## config.mk

```make
export PLATFORM = sky130hd
export DESIGN_NAME = ws_frame_ctrl
export DESIGN_NICKNAME = d
export VERILOG_FILES = /design/src/rtl/ws_pkg.sv /design/src/rtl/ws_ret_counter.sv /design/src/rtl/ws_frame_ctrl.sv
export SDC_FILE = /design/constraint.sdc
export NUM_CORES = 1
export LEC_CHECK = 0
export ABC_CLOCK_PERIOD_IN_PS = 3180
export CAP_MARGIN = 25
export CORE_MARGIN = 1
export CORE_UTILIZATION = 50
export CTS_CLUSTER_DIAMETER = 40
export DETAILED_ROUTE_END_ITERATION = 12
export GPL_ROUTABILITY_DRIVEN = 0
export PLACE_DENSITY = 0.7
export SYNTH_ARGS = -nofsm -noshare
export SYNTH_HDL_FRONTEND = slang
export SYNTH_HIERARCHICAL = 1
export SYNTH_SLANG_ARGS = --single-unit
```

## constraint.sdc

```tcl
create_clock -name clk -period 3.18 [get_ports clk]
set_input_delay 0.636 -clock clk [delete_from_list [all_inputs] [get_ports clk]]
set_output_delay 0.636 -clock clk [all_outputs]
set_load 0.05 [all_outputs]
```

## src/rtl/ws_pkg.sv

```systemverilog
// Shared constants for the WS2812B frame sequencer:
// bit-generator mode codes, FSM states and frame geometry.
package ws_pkg;

  localparam logic [1:0] GEN_ZERO = 2'b10;
  localparam logic [1:0] GEN_ONE  = 2'b11;
  localparam logic [1:0] GEN_RET  = 2'b00;
  localparam logic [1:0] GEN_NONE = 2'b01;

  localparam int BITS_PER_LED = 24;
  localparam int CLK_HZ       = 100_000_000;

  typedef enum logic [1:0] {
    IDLE  = 2'd0,
    FETCH = 2'd1,
    SEND  = 2'd2,
    RET   = 2'd3
  } state_t;

endpackage

```

## src/rtl/ws_ret_counter.sv

```systemverilog
// RET (latch) period timer for the WS2812B frame sequencer.
// Ports: clk, reset (async, high), en (count while high),
// tc (1-cycle pulse on the RET_CYCLES-th enabled cycle).
module ws_ret_counter #(
  parameter int RET_CYCLES = 6000
) (
  input  logic clk,
  input  logic reset,
  input  logic en,
  output logic tc
);

  localparam int W = $clog2(RET_CYCLES + 1);
  localparam logic [W-1:0] LAST = W'(RET_CYCLES - 1);

  logic [W-1:0] cnt;

  assign tc = en && (cnt == LAST);

  // Count restarts whenever the controller leaves RET.
  always_ff @(posedge clk or posedge reset) begin
    if (reset) begin
      cnt <= '0;
    end else if (!en || tc) begin
      cnt <= '0;
    end else begin
      cnt <= cnt + 1'b1;
    end
  end

endmodule

```

## src/rtl/ws_frame_ctrl.sv

```systemverilog
// WS2812B frame sequencer: fetches 24-bit GRB pixels over valid/ready,
// serialises them MSB-first into the bit generator, then times RET.
// Ports: clk, reset (async, high), start, pix_data/pix_valid/pix_ready,
// gen_mode/do_gen/gen_done (bit generator), busy, frame_done, underrun.
// Build option: WS_AUTO_REFRESH_EN restarts a frame after every RET.
module ws_frame_ctrl
  import ws_pkg::*;
#(
  parameter int NUM_LEDS   = 8,
  parameter int RET_CYCLES = 6000,
  parameter int LED_CNT_W  = 8
) (
  input  logic        clk,
  input  logic        reset,
  input  logic        start,
  input  logic [23:0] pix_data,
  input  logic        pix_valid,
  output logic        pix_ready,
  output logic [1:0]  gen_mode,
  output logic        do_gen,
  input  logic        gen_done,
  output logic        busy,
  output logic        frame_done,
  output logic        underrun
);

  localparam logic [LED_CNT_W-1:0] LAST_LED = LED_CNT_W'(NUM_LEDS - 1);
  localparam logic [LED_CNT_W:0]   REQ_MAX  = (LED_CNT_W + 1)'(NUM_LEDS);
  localparam logic [4:0]           LAST_BIT = 5'(BITS_PER_LED - 1);

  state_t state, state_n;

  logic [23:0]          shift, shift_n;
  logic [23:0]          hold, hold_n;
  logic                 hold_full, hold_full_n;
  logic [4:0]           bit_cnt, bit_n;
  logic [LED_CNT_W-1:0] led_cnt, led_n;
  logic [LED_CNT_W:0]   req_cnt, req_n;

  logic       underrun_n, frame_done_n;
  logic       pix_ready_n, do_gen_n, busy_n;
  logic [1:0] gen_mode_n;

  logic        xfer, have_pix, ret_tc;
  logic [23:0] next_pix;

  ws_ret_counter #(
    .RET_CYCLES(RET_CYCLES)
  ) u_ret (
    .clk  (clk),
    .reset(reset),
    .en   (state == RET),
    .tc   (ret_tc)
  );

  always_comb begin
    xfer     = pix_valid & pix_ready;
    have_pix = hold_full | xfer;
    // pix_ready is never high while hold is full, so the
    // buffer and the bus are never both candidates.
    next_pix = hold_full ? hold : pix_data;

    state_n      = state;
    shift_n      = shift;
    hold_n       = hold;
    hold_full_n  = hold_full;
    bit_n        = bit_cnt;
    led_n        = led_cnt;
    req_n        = req_cnt + {{LED_CNT_W{1'b0}}, xfer};
    underrun_n   = underrun;
    frame_done_n = 1'b0;

    // Accepted pixels land in hold unless consumed below.
    if (xfer) begin
      hold_n      = pix_data;
      hold_full_n = 1'b1;
    end

    unique case (state)
      IDLE: begin
        // frame_done marks the cycle just after RET; a start
        // there belongs to the old frame and is dropped.
        if (start && !frame_done) begin
          underrun_n  = 1'b0;
          led_n       = '0;
          bit_n       = '0;
          req_n       = '0;
          hold_full_n = 1'b0;
          state_n     = FETCH;
        end
      end
      FETCH: begin
        if (have_pix) begin
          shift_n     = next_pix;
          hold_full_n = 1'b0;
          bit_n       = '0;
          state_n     = SEND;
        end
      end
      SEND: begin
        if (gen_done) begin
          if (bit_cnt == LAST_BIT) begin
            bit_n = '0;
            if (led_cnt == LAST_LED) begin
              state_n = RET;
            end else begin
              led_n = led_cnt + 1'b1;
              if (have_pix) begin
                shift_n     = next_pix;
                hold_full_n = 1'b0;
              end else begin
                underrun_n = 1'b1;
                state_n    = FETCH;
              end
            end
          end else begin
            shift_n = {shift[22:0], 1'b0};
            bit_n   = bit_cnt + 1'b1;
          end
        end
      end
      RET: begin
        if (ret_tc) begin
          frame_done_n = 1'b1;
`ifdef WS_AUTO_REFRESH_EN
          underrun_n  = 1'b0;
          led_n       = '0;
          bit_n       = '0;
          req_n       = '0;
          hold_full_n = 1'b0;
          state_n     = FETCH;
`else
          state_n = IDLE;
`endif
        end
      end
      default: state_n = IDLE;
    endcase

    // Outputs are registered from next-state values so they
    // line up with the state they describe.
    busy_n   = (state_n != IDLE);
    do_gen_n = (state_n == SEND);
    unique case (state_n)
      SEND:    gen_mode_n = shift_n[23] ? GEN_ONE : GEN_ZERO;
      RET:     gen_mode_n = GEN_RET;
      default: gen_mode_n = GEN_NONE;
    endcase
    pix_ready_n = busy_n && !hold_full_n &&
                  (req_n < REQ_MAX) && (state_n != RET);
  end

  always_ff @(posedge clk or posedge reset) begin
    if (reset) begin
      state      <= IDLE;
      shift      <= '0;
      hold       <= '0;
      hold_full  <= 1'b0;
      bit_cnt    <= '0;
      led_cnt    <= '0;
      req_cnt    <= '0;
      underrun   <= 1'b0;
      frame_done <= 1'b0;
      pix_ready  <= 1'b0;
      do_gen     <= 1'b0;
      busy       <= 1'b0;
      gen_mode   <= GEN_NONE;
    end else begin
      state      <= state_n;
      shift      <= shift_n;
      hold       <= hold_n;
      hold_full  <= hold_full_n;
      bit_cnt    <= bit_n;
      led_cnt    <= led_n;
      req_cnt    <= req_n;
      underrun   <= underrun_n;
      frame_done <= frame_done_n;
      pix_ready  <= pix_ready_n;
      do_gen     <= do_gen_n;
      busy       <= busy_n;
      gen_mode   <= gen_mode_n;
    end
  end

endmodule

```

==> results.yml <==
layout:
  final_nets: 597
  antenna_diode_count: 0
  multi_input_area_um2: 2320
  area.growth.synth_to_final_pct: 14.4
  area_taken_by_flip_flops_and_latches_um2: 2300
  final_layout_size_suffix_gt1_share_pct: 7.09
  filler_cell_count: 829
detailed_routing:
  wl_per_cell_um: 14.3
  drtPass1Iterations: 5
  first_iter_violations: 217
  detailroute.via_count: 3824
  ant_nets: 0
  avgViaCountPerCell: 5.52
  remaining_drc_errors: 0
  wirelength_um: 9890
floorplanning:
  die_w_um: 100
  number_of_top_level_pins: 36
  core_region_area_um2: 9280
  floorplan.initialDensity_pct: 51.9
  fp.dieArea_um2: 10000
  placementRows: 35
  die_h_um: 100
global_route:
  groute.usage.overall_pct: 20.9
  pin_count_of_the_biggest_net_entering_global_routing: 56
  globalRoute.totalOverflow: 0
  first_global_vias: 3746
  wire_length_of_the_first_global_routing_pass_um: 16900
  initial_antenna_violation_count: 0
cts:
  cts-hold-fix-buffers: 0
  cts.path.max_buffers: 2
  tritoncts_num_sinks: 92
  htree_num_levels: 3
  clock_tree_from_tritoncts: "built"
  tritoncts.num_buffers: 9
  ctsRootBufferMaster: "sky130_fd_sc_hd__clkbuf_8"
  post_cts_resized: 0
  postCtsSetupBuffers: 0
  cts.clk_slew.worst_paths_ns: 0.09
  worstSkewPairLatency_ns: 0.35
synthesis:
  synth.distinct_cells: 50
  mapped_area_um2: 4820
  seq_area_frac_synth_pct: 47.8
  postSynth.topFlopCell: "sky130_fd_sc_hd__dfrtp_1"
  postSynth.asyncResetShare_pct: 100
  number_of_enable_flip_flop_cells_after_synthesis: 0
  yosys_warnings: 6
  syn_avg_cell_area_um2: 9.07
  syn-num-nets: 569
  syn_inst: 531
  ys_seq_elements: 92
sta:
  setup_viol_count_final: 0
  worst_clock_skew_ns: 0.0113
  hold-worst-slack_ns: 0.465
  normalized_max_slew_margin_pct: 63.1
  worstMarginPinSlew_ns: 0.554
  drv_slew: 0
  number_of_failing_hold_endpoints_at_the_final_stage: 0
  maxClockFrequency_mhz: 356
  setup_total_negative_slack_ns: 0
  period_share_pct: 88.2
  grt_setup_unrepaired: "false"
  layout_min_cycle_time_ns: 2.81
worst_setup_path:
  critical_path_required_ns: 3.43
  worst-path-max-fanout: 4
  cp-start-kind: "flop"
  setup.worst_path.end_class: "flop"
  worst-endpoint-arrival_ns: 3.05
  slowest_stage: "sky130_fd_sc_hd__or4_4"
  setup.worst_path.class: "reg -> reg"
  crit_path_max_incr_delay_ns: 0.54
  path_cells: "or4b_1 > or4_4 > nor2_1 > nor2b_1 > o41ai_1 > nand3b_1 > xor2_1 > nor4_2"
place:
  hpwl_um: 6590
  port_buffers: 35
pwr:
  power.density_cell_area_nw_per_um2: 810
  p_seq_share_pct: 38.2
  internal-power_mw: 2.61
  power.leakage_nw: 2.51
  worst_ir_drop_vdd_mv: 0.604
  power.share.combinational_pct: 42.2
  clkPwrFrac_pct: 19.6
  total_switching_power_mw: 1.85
  power.switching_fraction_pct: 41.5
run_status:
  outcome: "finished clean"
worst_hold_path:
  min_path_type: "reg -> reg"
run:
  cap_viol_max_count: 0
## worst max-delay path: cells and delay by family (launching register included)
family,cells,cell delay (ns)
compound gates,1,0.29
xor+xnor,1,0.23
flops,1,0.42
simple gates,6,1.76
## per-stage QoR
stage | setup slack [ns] | cells | cell area (µm²) | total power, mW | utilization (%)
finish | 0.374 | 693 | 5510 | 4.46 | 59.3
global route | 0.294 | 693 | 5510 | 4.77 | 59.3
CTS | 0.395 | 693 | 5510 | 4.50 | 59.3
detailed placement | 0.158 | 677 | 5280 | 3.61 | 56.9
global placement | 0.287 | 677 | 5280 | 3.55 | 56.9
floorplan | 0.105 | 531 | 4820 | 3.15 | -
## placed cells by master (no fill, tap or decap), types with 3 or more instances in the layout
master / netlist / layout
sky130_fd_sc_hd__nand2_1: 121 / 120
sky130_fd_sc_hd__dfrtp_1: 91 / 90
sky130_fd_sc_hd__nor2_1: 56 / 56
sky130_fd_sc_hd__o21ai_0: 39 / 39
sky130_fd_sc_hd__clkdlybuf4s50_1: 0 / 35
sky130_fd_sc_hd__a22o_1: 28 / 28
sky130_fd_sc_hd__mux2i_1: 23 / 23
sky130_fd_sc_hd__a22oi_1: 22 / 22
sky130_fd_sc_hd__nand3_1: 16 / 16
sky130_fd_sc_hd__inv_1: 14 / 13
sky130_fd_sc_hd__xnor2_1: 11 / 11
sky130_fd_sc_hd__a21oi_1: 10 / 10
sky130_fd_sc_hd__clkbuf_8: 0 / 10
sky130_fd_sc_hd__buf_4: 3 / 10
sky130_fd_sc_hd__ha_1: 9 / 9
sky130_fd_sc_hd__xor2_1: 8 / 8
sky130_fd_sc_hd__nor3_1: 6 / 6
sky130_fd_sc_hd__a21o_1: 3 / 3
sky130_fd_sc_hd__o31ai_1: 3 / 3
sky130_fd_sc_hd__a31oi_1: 3 / 3
sky130_fd_sc_hd__nor2b_1: 3 / 3
sky130_fd_sc_hd__nor4_1: 3 / 3
## power groups by stage
stage / clock [mW] / sequential [mW] / combinational [mW]
final: 0.873 / 1.71 / 1.88
after CTS: 0.901 / 1.71 / 1.89
after global placement: 0 / 1.71 / 1.84
after floorplan: 0 / 1.78 / 1.37
after global routing: 0.942 / 1.74 / 2.08
after detailed placement: 0 / 1.73 / 1.88
## state kept, by name (all words and copies together) (netlist names), 2 cells and up
signal / cells
hold: 24
u_ret/cnt: 13
bit_cnt: 5
state: 2
req_cnt: 9
led_cnt: 8
shift: 24
## routing by layer
metal	share of wire [%]	vias to the layer above	track usage [%]
met1	49	1866	28.2
li1	-	1892	-
met2	47	57	35.0
met4	0.97	0	6.47
met5	0	-	0
met3	2.6	9	3.13
## worst paths after layout
| path | start | to | slack (ns) | depth (start not counted) |
|---|---|---|---|---|
| max | u_ret/cnt[4] | pix_ready | 0.37 | 8 |
| min | u_ret/cnt[0] | u_ret/cnt[0] | 0.46 | 1 |
| max reg2reg | u_ret/cnt[4] | pix_ready | 0.37 | 8 |
| min reg2reg | u_ret/cnt[0] | u_ret/cnt[0] | 0.46 | 1 |
| max in group asynchronous | reset | shift[21] | 1.92 | 3 |
| min in group asynchronous | reset | do_gen | 0.63 | 2 |
## cells by family (layout without fill, tap and decap cells)
family	Yosys count	after routing	share of synthesized area, %
xor+xnor	19	19	3.46
simple gates	227	227	20.4
fa+ha+maj	9	9	2.34
compound gates	117	117	16.5
mux	24	24	5.25
flops	92	92	47.8
buf+inv	43	76	4.21
## layout make-up
| type | count | share of cell area [%] |
|---|---|---|
| Multi-Input combinational cell | 396 | 42.0 |
| Sequential cell | 92 | 41.8 |
| Timing Repair Buffer | 46 | 8.09 |
| Tap cell | 129 | 2.93 |
| Clock buffer | 11 | 2.57 |
| Clock inverter | 5 | 1.54 |
| Inverter | 14 | 0.977 |
## synth_stat cells (8+ instances only)
master / count / area share (%)
sky130_fd_sc_hd__a21oi_1: 10 / 1.0
sky130_fd_sc_hd__a22o_1: 28 / 5.1
sky130_fd_sc_hd__a22oi_1: 22 / 3.4
sky130_fd_sc_hd__clkbuf_1: 17 / 1.3
sky130_fd_sc_hd__dfrtp_1: 91 / 47
sky130_fd_sc_hd__ha_1: 9 / 2.3
sky130_fd_sc_hd__inv_1: 14 / 1.1
sky130_fd_sc_hd__mux2i_1: 23 / 4.8
sky130_fd_sc_hd__nand2_1: 121 / 9.4
sky130_fd_sc_hd__nand3_1: 16 / 1.7
sky130_fd_sc_hd__nor2_1: 56 / 4.4
sky130_fd_sc_hd__o21ai_0: 39 / 4.1
sky130_fd_sc_hd__xnor2_1: 11 / 2.0
sky130_fd_sc_hd__xor2_1: 8 / 1.5
(Power assumes the default switching activity.)
